## config.mk

```make
export PLATFORM = sky130hd
export DESIGN_NAME = filter3x3_mac_seq
export DESIGN_NICKNAME = d
export VERILOG_FILES = /design/src/rtl/filter3x3_pkg.sv /design/src/rtl/filter3x3_mac_seq_mac.sv /design/src/rtl/filter3x3_mac_seq.sv
export SDC_FILE = /design/constraint.sdc
export NUM_CORES = 2
export LEC_CHECK = 0
export ABC_AREA = 0
export CAP_MARGIN = 5
export CORE_ASPECT_RATIO = 1.2
export CORE_MARGIN = 4
export CORE_UTILIZATION = 55
export DETAILED_ROUTE_END_ITERATION = 8
export GPL_TIMING_DRIVEN = 1
export PLACE_DENSITY = 0.81
export SYNTH_ARGS = -nofsm -noshare
export SYNTH_HDL_FRONTEND = slang
export SYNTH_SLANG_ARGS = --single-unit
```

## constraint.sdc

```tcl
create_clock -name clk -period 8.8 [get_ports clk]
set_input_delay 1.76 -clock clk [delete_from_list [all_inputs] [get_ports clk]]
set_output_delay 1.76 -clock clk [all_outputs]
set_load 0.01 [all_outputs]
```

## src/rtl/filter3x3_pkg.sv

```systemverilog
// Shared types and constants for the 3x3 filter MAC sequencer.
// Used by filter3x3_mac_seq and mac_unit.
package filter3x3_pkg;

  typedef enum logic [1:0] {
    IDLE,
    ISSUE,
    WAIT,
    DONE
  } state_t;

  localparam int NUM_TAPS    = 9;
  localparam int PIXEL_WIDTH = 8;
  localparam int TAP_WIDTH   = 4;

endpackage

```

## src/rtl/filter3x3_mac_seq_mac.sv

```systemverilog
// mac_unit: registered pixel*weight product plus combinational bias add.
// Pixel is an unsigned integer, weight/bias/result are signed fixed point.
import filter3x3_pkg::*;

module mac_unit #(
  parameter int FP_WORD_LENGTH = 32,
  parameter int FP_FRAC_LENGTH = 15,
  parameter int MAC_LATENCY    = 1
) (
  input  logic                      clk,
  input  logic                      reset_n,
  input  logic                      valid,
  input  logic [PIXEL_WIDTH-1:0]    pixel,
  input  logic [FP_WORD_LENGTH-1:0] weight,
  input  logic [FP_WORD_LENGTH-1:0] bias,
  output logic [FP_WORD_LENGTH-1:0] result
);

  localparam int W  = FP_WORD_LENGTH;
  localparam int PW = 2 * W;

  logic signed [PW-1:0] px_fp;
  logic signed [PW-1:0] wt_ext;
  logic signed [PW-1:0] full;
  logic        [W-1:0]  prod;
  logic        [W-1:0]  pipe [MAC_LATENCY];

  // Pixel promoted to fixed point, product rescaled back to W bits (wraps).
  always_comb begin
    px_fp  = {{(PW-PIXEL_WIDTH){1'b0}}, pixel} <<< FP_FRAC_LENGTH;
    wt_ext = {{W{weight[W-1]}}, weight};
    full   = px_fp * wt_ext;
    prod   = W'(full >>> FP_FRAC_LENGTH);
  end

  always_ff @(posedge clk or negedge reset_n) begin
    if (!reset_n) begin
      for (int i = 0; i < MAC_LATENCY; i++) pipe[i] <= '0;
    end else begin
      if (valid) pipe[0] <= prod;
      for (int i = 1; i < MAC_LATENCY; i++) pipe[i] <= pipe[i-1];
    end
  end

  assign result = pipe[MAC_LATENCY-1] + bias;

endmodule

```

## src/rtl/filter3x3_mac_seq.sv

```systemverilog
// filter3x3_mac_seq: serial 3x3 convolution over one shared mac_unit.
// Optional FILTER3X3_RELU_EN clamps negative results to zero at output.
import filter3x3_pkg::*;

module filter3x3_mac_seq #(
  parameter int FP_WORD_LENGTH = 32,
  parameter int FP_FRAC_LENGTH = 15,
  parameter int MAC_LATENCY    = 1
) (
  input  logic                               clk,
  input  logic                               reset_n,
  input  logic                               in_valid,
  output logic                               in_ready,
  input  logic [NUM_TAPS*PIXEL_WIDTH-1:0]    in_pixels,
  input  logic [NUM_TAPS*FP_WORD_LENGTH-1:0] cfg_weights,
  input  logic [FP_WORD_LENGTH-1:0]          cfg_bias,
  output logic                               out_valid,
  input  logic                               out_ready,
  output logic [FP_WORD_LENGTH-1:0]          out_data,
  output logic                               busy
);

  localparam int W   = FP_WORD_LENGTH;
  localparam int WCW = (MAC_LATENCY > 1) ? $clog2(MAC_LATENCY) : 1;

  state_t               state;
  logic [TAP_WIDTH-1:0] tap;
  logic [WCW-1:0]       wcnt;
  logic [W-1:0]         acc;
  logic [PIXEL_WIDTH-1:0] pix_q [NUM_TAPS];
  logic [W-1:0]         wts_q [NUM_TAPS];
  logic                 mac_valid;
  logic [W-1:0]         mac_out;

  mac_unit #(
    .FP_WORD_LENGTH(FP_WORD_LENGTH),
    .FP_FRAC_LENGTH(FP_FRAC_LENGTH),
    .MAC_LATENCY   (MAC_LATENCY)
  ) u_mac (
    .clk    (clk),
    .reset_n(reset_n),
    .valid  (mac_valid),
    .pixel  (pix_q[tap]),
    .weight (wts_q[tap]),
    .bias   (acc),
    .result (mac_out)
  );

  assign in_ready = (state == IDLE);
  assign busy     = (state != IDLE);

  always_ff @(posedge clk or negedge reset_n) begin
    if (!reset_n) begin
      state     <= IDLE;
      tap       <= '0;
      wcnt      <= '0;
      acc       <= '0;
      mac_valid <= 1'b0;
      out_valid <= 1'b0;
      out_data  <= '0;
      for (int i = 0; i < NUM_TAPS; i++) begin
        pix_q[i] <= '0;
        wts_q[i] <= '0;
      end
    end else begin
      unique case (state)
        IDLE: begin
          if (in_valid) begin
            for (int i = 0; i < NUM_TAPS; i++) begin
              pix_q[i] <= in_pixels[PIXEL_WIDTH*i +: PIXEL_WIDTH];
              wts_q[i] <= cfg_weights[W*i +: W];
            end
            acc       <= cfg_bias;
            tap       <= '0;
            mac_valid <= 1'b1;
            state     <= ISSUE;
          end
        end
        ISSUE: begin
          mac_valid <= 1'b0;
          wcnt      <= WCW'(MAC_LATENCY - 1);
          state     <= WAIT;
        end
        WAIT: begin
          if (wcnt == '0) begin
            acc <= mac_out;
            if (tap == TAP_WIDTH'(NUM_TAPS - 1)) begin
`ifdef FILTER3X3_RELU_EN
              out_data <= mac_out[W-1] ? '0 : mac_out;
`else
              out_data <= mac_out;
`endif
              out_valid <= 1'b1;
              state     <= DONE;
            end else begin
              tap       <= tap + 1'b1;
              mac_valid <= 1'b1;
              state     <= ISSUE;
            end
          end else begin
            wcnt <= wcnt - 1'b1;
          end
        end
        DONE: begin
          if (out_ready) begin
            out_valid <= 1'b0;
            state     <= IDLE;
          end
        end
        default: state <= IDLE;
      endcase
    end
  end

endmodule

```

After elaboration in Yosys (flattened, before gate mapping)
Cells that the tools add are included.
Word-level totals
  register bits: 465
  logic and storage cells: 83
  output and inout port bits: 35
  input bits: 396
Operators by class
  multiplexer cells: 28
  bitwise gates (word level): 2
  reduce and logical (&&, ||, !) cells: 13
  $lt $le $gt $ge: 1
  equal/unequal tests: 9
  $mul: 1
  add/subtract/negate cells: 3
Operators by type and width (count)
  $bmux W32 S4: 1
  $mux W32: 4
  $pmux W32 S2: 1
  $add A32 B32 Y32: 1
  $bmux W8 S4: 1
  $mul A9 B32 Y32: 1
  $mux W8: 2
  $mux W4: 3
  $reduce_and A4 Y1: 3
  $ne A2 B2 Y1 const B: 5
  $reduce_and A3 Y1: 3
  $mux W2: 4
  $pmux W2 S4: 1
  $pmux W4 S2: 1
  $reduce_bool A2 Y1: 4
  $mux W1: 7
  $ge A5 B5 Y1 const B: 1
  $not A4 Y5: 1
  $add A4 B1 Y4 const B: 1
  $eq A2 B2 Y1 const B: 2
  $eq A4 B4 Y1 const B: 1
  $pmux W1 S2: 2
  $pmux W1 S3: 1
  $reduce_bool A3 Y1: 1
  5 further kinds: 5

Longest topological paths before layout
  word-level depth: 5
  gate-level depth with buffers: 30
  gate-level depth less buffers: 25

Cells and area by module
From an unflattened synthesis, not the netlist that was laid out.
Unflattened totals
  cell total of the unflattened synthesis: 2465
  area total of the unflattened synthesis: 29349.4 um^2
Modules (own cells, without submodules)
  filter3x3_mac_seq: instances 1, sequential area each 10810.4 um^2, cells each 1336, area each 19612.6 um^2
  mac_unit: instances 1, sequential area each 800.8 um^2, cells each 1129, area each 9736.8 um^2

Worst setup path after synthesis
OpenSTA, ideal clock, no wires.
  kind: register -> register
  start point: register tap[0]
  end point: register u_mac.pipe[24] (netlist bit)
  path slack: 2.030 ns
  arrival time: 6.646 ns
  stages on the path, launching flop included: 28
  buffers on the path: 4
  period minus slack after synthesis: 6.770 ns
  setup time: 0.125 ns
  data required time: 8.675 ns
  path through: dfrtp_1 > buf_6 > buf_4 > buf_2 > buf_2 > mux4_2 > mux2i_1 > nor2_1 > a21oi_1 > nor2_1 > fa_1 > inv_1 > fa_1 > inv_1 > fa_1 > inv_1 > fa_1 > inv_1 > ha_1 > inv_1 > o21bai_1 > a21oi_1 > o31ai_1 > a31oi_1 > o41a_1 > o21ai_1 > xor2_1 > mux2_2
Between the ends
  word-level cells in the longest chain between the ends: 5
  elaborated cells on any way between the ends: 8
  classes of those cells: 1 x mul; 6 x mux; 1 x bitwise
RTL lines
  start, declared: RTL line filter3x3_mac_seq.sv:27  | logic [TAP_WIDTH-1:0] tap;
  start signal, assigned: RTL line filter3x3_mac_seq.sv:96  | tap <= tap + 1'b1;
  $not A4 Y5 (not written as such) *: RTL line filter3x3_mac_seq.sv:43, filter3x3_mac_seq.sv:44
  $bmux W8 S4 or $bmux W32 S4 (tied branches): RTL line filter3x3_mac_seq.sv:43, filter3x3_mac_seq.sv:44
  $mux W8 (not written as such) or $mux W32 (tied branches) (2 in a row): RTL line filter3x3_mac_seq.sv:43, filter3x3_mac_seq.sv:44
  $mul A9 B32 Y32 *: RTL line filter3x3_mac_seq_mac.sv:32  | full = px_fp * wt_ext;
  end, declared: RTL line filter3x3_mac_seq_mac.sv:26  | logic [W-1:0] pipe [MAC_LATENCY];
Every way passes the cells marked *; elsewhere a longest branch is shown, timed or not. The select of a mux whose other input is x is not followed.
A chain may end at the register's enable or synchronous reset.

Worst setup path in the final report
  start point: register tap[0]
  end point: register u_mac.pipe[31] (netlist bit)
Same word-level chain as after synthesis.

==> results.toml <==
[sta]
setup_viol = 0
post-route-min-period_ns = 7.79
fin_ws_ns = 1.01
tightestPinTransition_ns = 1.25
rsz0062_at_grt = "false"
setup_tns_ns = 0
final_hold_viol_count = 0
slew_headroom_pct = 16.0
fmax_ghz = 0.128
fin_crit_sh_pct = 88.6
drv_slew = 0
clock_skew_ns = 0.0327

[die]
start_util_pct = 55.4
ioPinCount = 431
core_um2 = 51400
die_h_um = 257
die-area_um2 = 55500
num_rows = 91
die_w_um = 216

[synthesis]
synthFlopType = "dfrtp_1"
synth_edf_count = 0
synth-seq-cells = 464
ys_types = 69
ys_warn_count = 0
syn_area_um2 = 28500
synth_cells = 2479
avgSynthCellArea_um2 = 11.5
synthArstFlopShare_pct = 100
ys_seq_area_share_pct = 40.8
syn-num-nets = 3128

[routing]
via_per_inst = 5.62
ant_nets = 0
wl_mm = 77.5
vias = 20361
drc = 0
dr.pass1.iters = 6
wire_per_inst_um = 21.4
drt-initial-drc-count = 1711

[cells_and_area]
drive_gt1_share_pct = 20.3
fin_cells = 3621
layout_commonest_cell = "dfrtp_1"
area_growth_pct = 23.4
mostFrequentLayoutCells = "dfrtp_1 (460), clkdlybuf4s50_1 (429), mux2_2 (388)"
fin_nets = 3520

[worst_setup_path]
required_ns = 9.27
r2r_start = "tap[0]"
cp-startpoint = "tap[0]"
regToRegEndpoint = "u_mac.pipe[31]"
rrSetupSlack_ns = 1.01
critPathMaxStageDelay_ns = 0.87
critPathKind = "reg -> reg"
r2r.worst_path.cells = 27
arrival_ns = 8.26
endpoint_kind = "flip-flop"
cp-start-kind = "flip-flop"
crit_slowest_cell = "dfrtp_4"
cp_max_fo = 42

[global_route]
grt_use_met1_pct = 32.9
grt_pass1_wl_mm = 122
met2_usage_pct = 47.9
gr-usage-all-layers_pct = 27.7
busiest_layer = "met2"
grt_pass1_vias = 22233
grtUsageMet3_pct = 7.11
gr-total-overflow = 0
antenna_found_initial = 27
grt_start_max_net_pins = 204

[placement]
io_buffers = 430
gp_congestion = 0.901
place_ws_ns = 1.07
placed_cells = 3519
hpwlAfterDp_mm = 59.1

[cts]
post_cts_buffers = 0
cts_buffers = 47
cts_max_path_buffers = 3
root_buffer = "clkbuf_16"
cts_hold_buf = 0
cts.clk_slew.worst_paths_ns = 0.06
insertion_delay_ns = 0.61
cts_resized = 0
clock-sinks = 464
cts_tree = "done"
htree_levels = 2

[hold_path]
hold_start = "out_data[17]"
hold_end = "out_data[17]"
hp-class = "reg -> reg"
hold_path_depth = 2

[status]
status = "complete, no violations"

[flow_run]
cap_viol_max_count = 0
## stage by stage
stage / utilization [%] / cell area, um^2 / hold slack (ns)
6_report: 68.4 / 35100 / 0.473
5_1_grt: 68.4 / 35100 / 0.494
4_1_cts: 68.3 / 35100 / 0.478
3_5_place_dp: 65.2 / 33500 / 0.462
3_3_place_gp: 65.2 / 33500 / 0.457
2_1_floorplan: - / 28500 / 0.456
## how the worst max path moves through the flow
stage / slack (ns) / endpoint
finish: 1.01 / u_mac.pipe[31]
CTS: 1.04 / u_mac.pipe[28]
global route: 0.55 / u_mac.pipe[28]
global placement: 1.27 / u_mac.pipe[31]
detailed placement: 1.07 / u_mac.pipe[31]
floorplan: 2.03 / u_mac.pipe[24]
## logic make-up (layout without fill, tap and decap cells)
| kind of cell | after synthesis | in the layout | synth area share [%] |
|---|---|---|---|
| multiplexers | 496 | 496 | 22.3 |
| buffers and inverters | 364 | 794 | 5.05 |
| other | 0 | 15 | 0 |
| adder cells (fa/ha/maj) | 253 | 253 | 15.3 |
| XOR/XNOR | 68 | 68 | 2.09 |
| AO/OA/AOI/OAI | 297 | 297 | 6.64 |
| AND/OR/NAND/NOR | 537 | 537 | 7.93 |
| flip-flops | 464 | 464 | 40.8 |
## sequential cells by signal, summed over array words and instances (netlist names)
signal,flops
wts_q,288
u_mac.pipe,32
mac_valid,1
state,2
acc,32
out_data,32
pix_q,72
out_valid,1
tap,4
## critical path, delay by kind of cell, from the launching register on
family                   cells  cell delay, ns
buffers and inverters        6            1.07
XOR/XNOR                     1            0.12
AO/OA/AOI/OAI                8            1.92
AND/OR/NAND/NOR              4            0.34
flip-flops                   1            0.87
adder cells (fa/ha/maj)      5            2.24
multiplexers                 3            1.06
## routing by layer
layer / wire, um / vias up
li1: - / 9184
met4: 3150 / 20
met3: 5580 / 194
met2: 39300 / 706
met5: 131 / -
met1: 29300 / 10257
## area by class of cell
type | instances | area (um^2)
Multi-Input combinational cell | 1651 | 15500
Clock inverter | 22 | 272
Inverter | 247 | 927
Tap cell | 697 | 872
Antenna cell | 15 | 37.5
Sequential cell | 464 | 11600
Clock buffer | 65 | 1370
Timing Repair Buffer | 460 | 4580
Fill cell | 3780 | 16200
## cells in the mapped netlist (3+ instances only)
master,count,area [um^2]
mux2_1,10,113
fa_1,157,3140
nand2b_1,16,100
a21oi_1,93,465
and3_1,14,87.6
buf_2,11,55.1
a211oi_1,11,82.6
o21ai_0,36,180
nand4_1,3,18.8
xor2_1,19,166
nor3_1,10,50.1
inv_1,245,920
mux2i_1,29,290
clkbuf_1,88,330
nand3_1,13,65.1
a21o_1,32,240
mux2_2,388,4370
and2_1,8,50.1
nand2_1,252,946
o41a_1,6,67.6
o31ai_1,6,45.0
o22a_1,3,26.3
nor2b_1,23,144
ha_1,96,1200
mux4_2,66,1490
buf_4,3,22.5
dfrtp_1,464,11600
o21a_1,11,82.6
or2_2,3,18.8
xnor2_1,49,429
a31oi_1,13,81.3
nor2_1,186,698
buf_1,11,41.3
o21ai_1,37,185
mux4_1,3,78.8
o22ai_1,14,87.6
o21bai_1,7,52.6
Power is not shown: default switching activity piles up to over one toggle a cycle in this logic, so the estimate is an artifact.
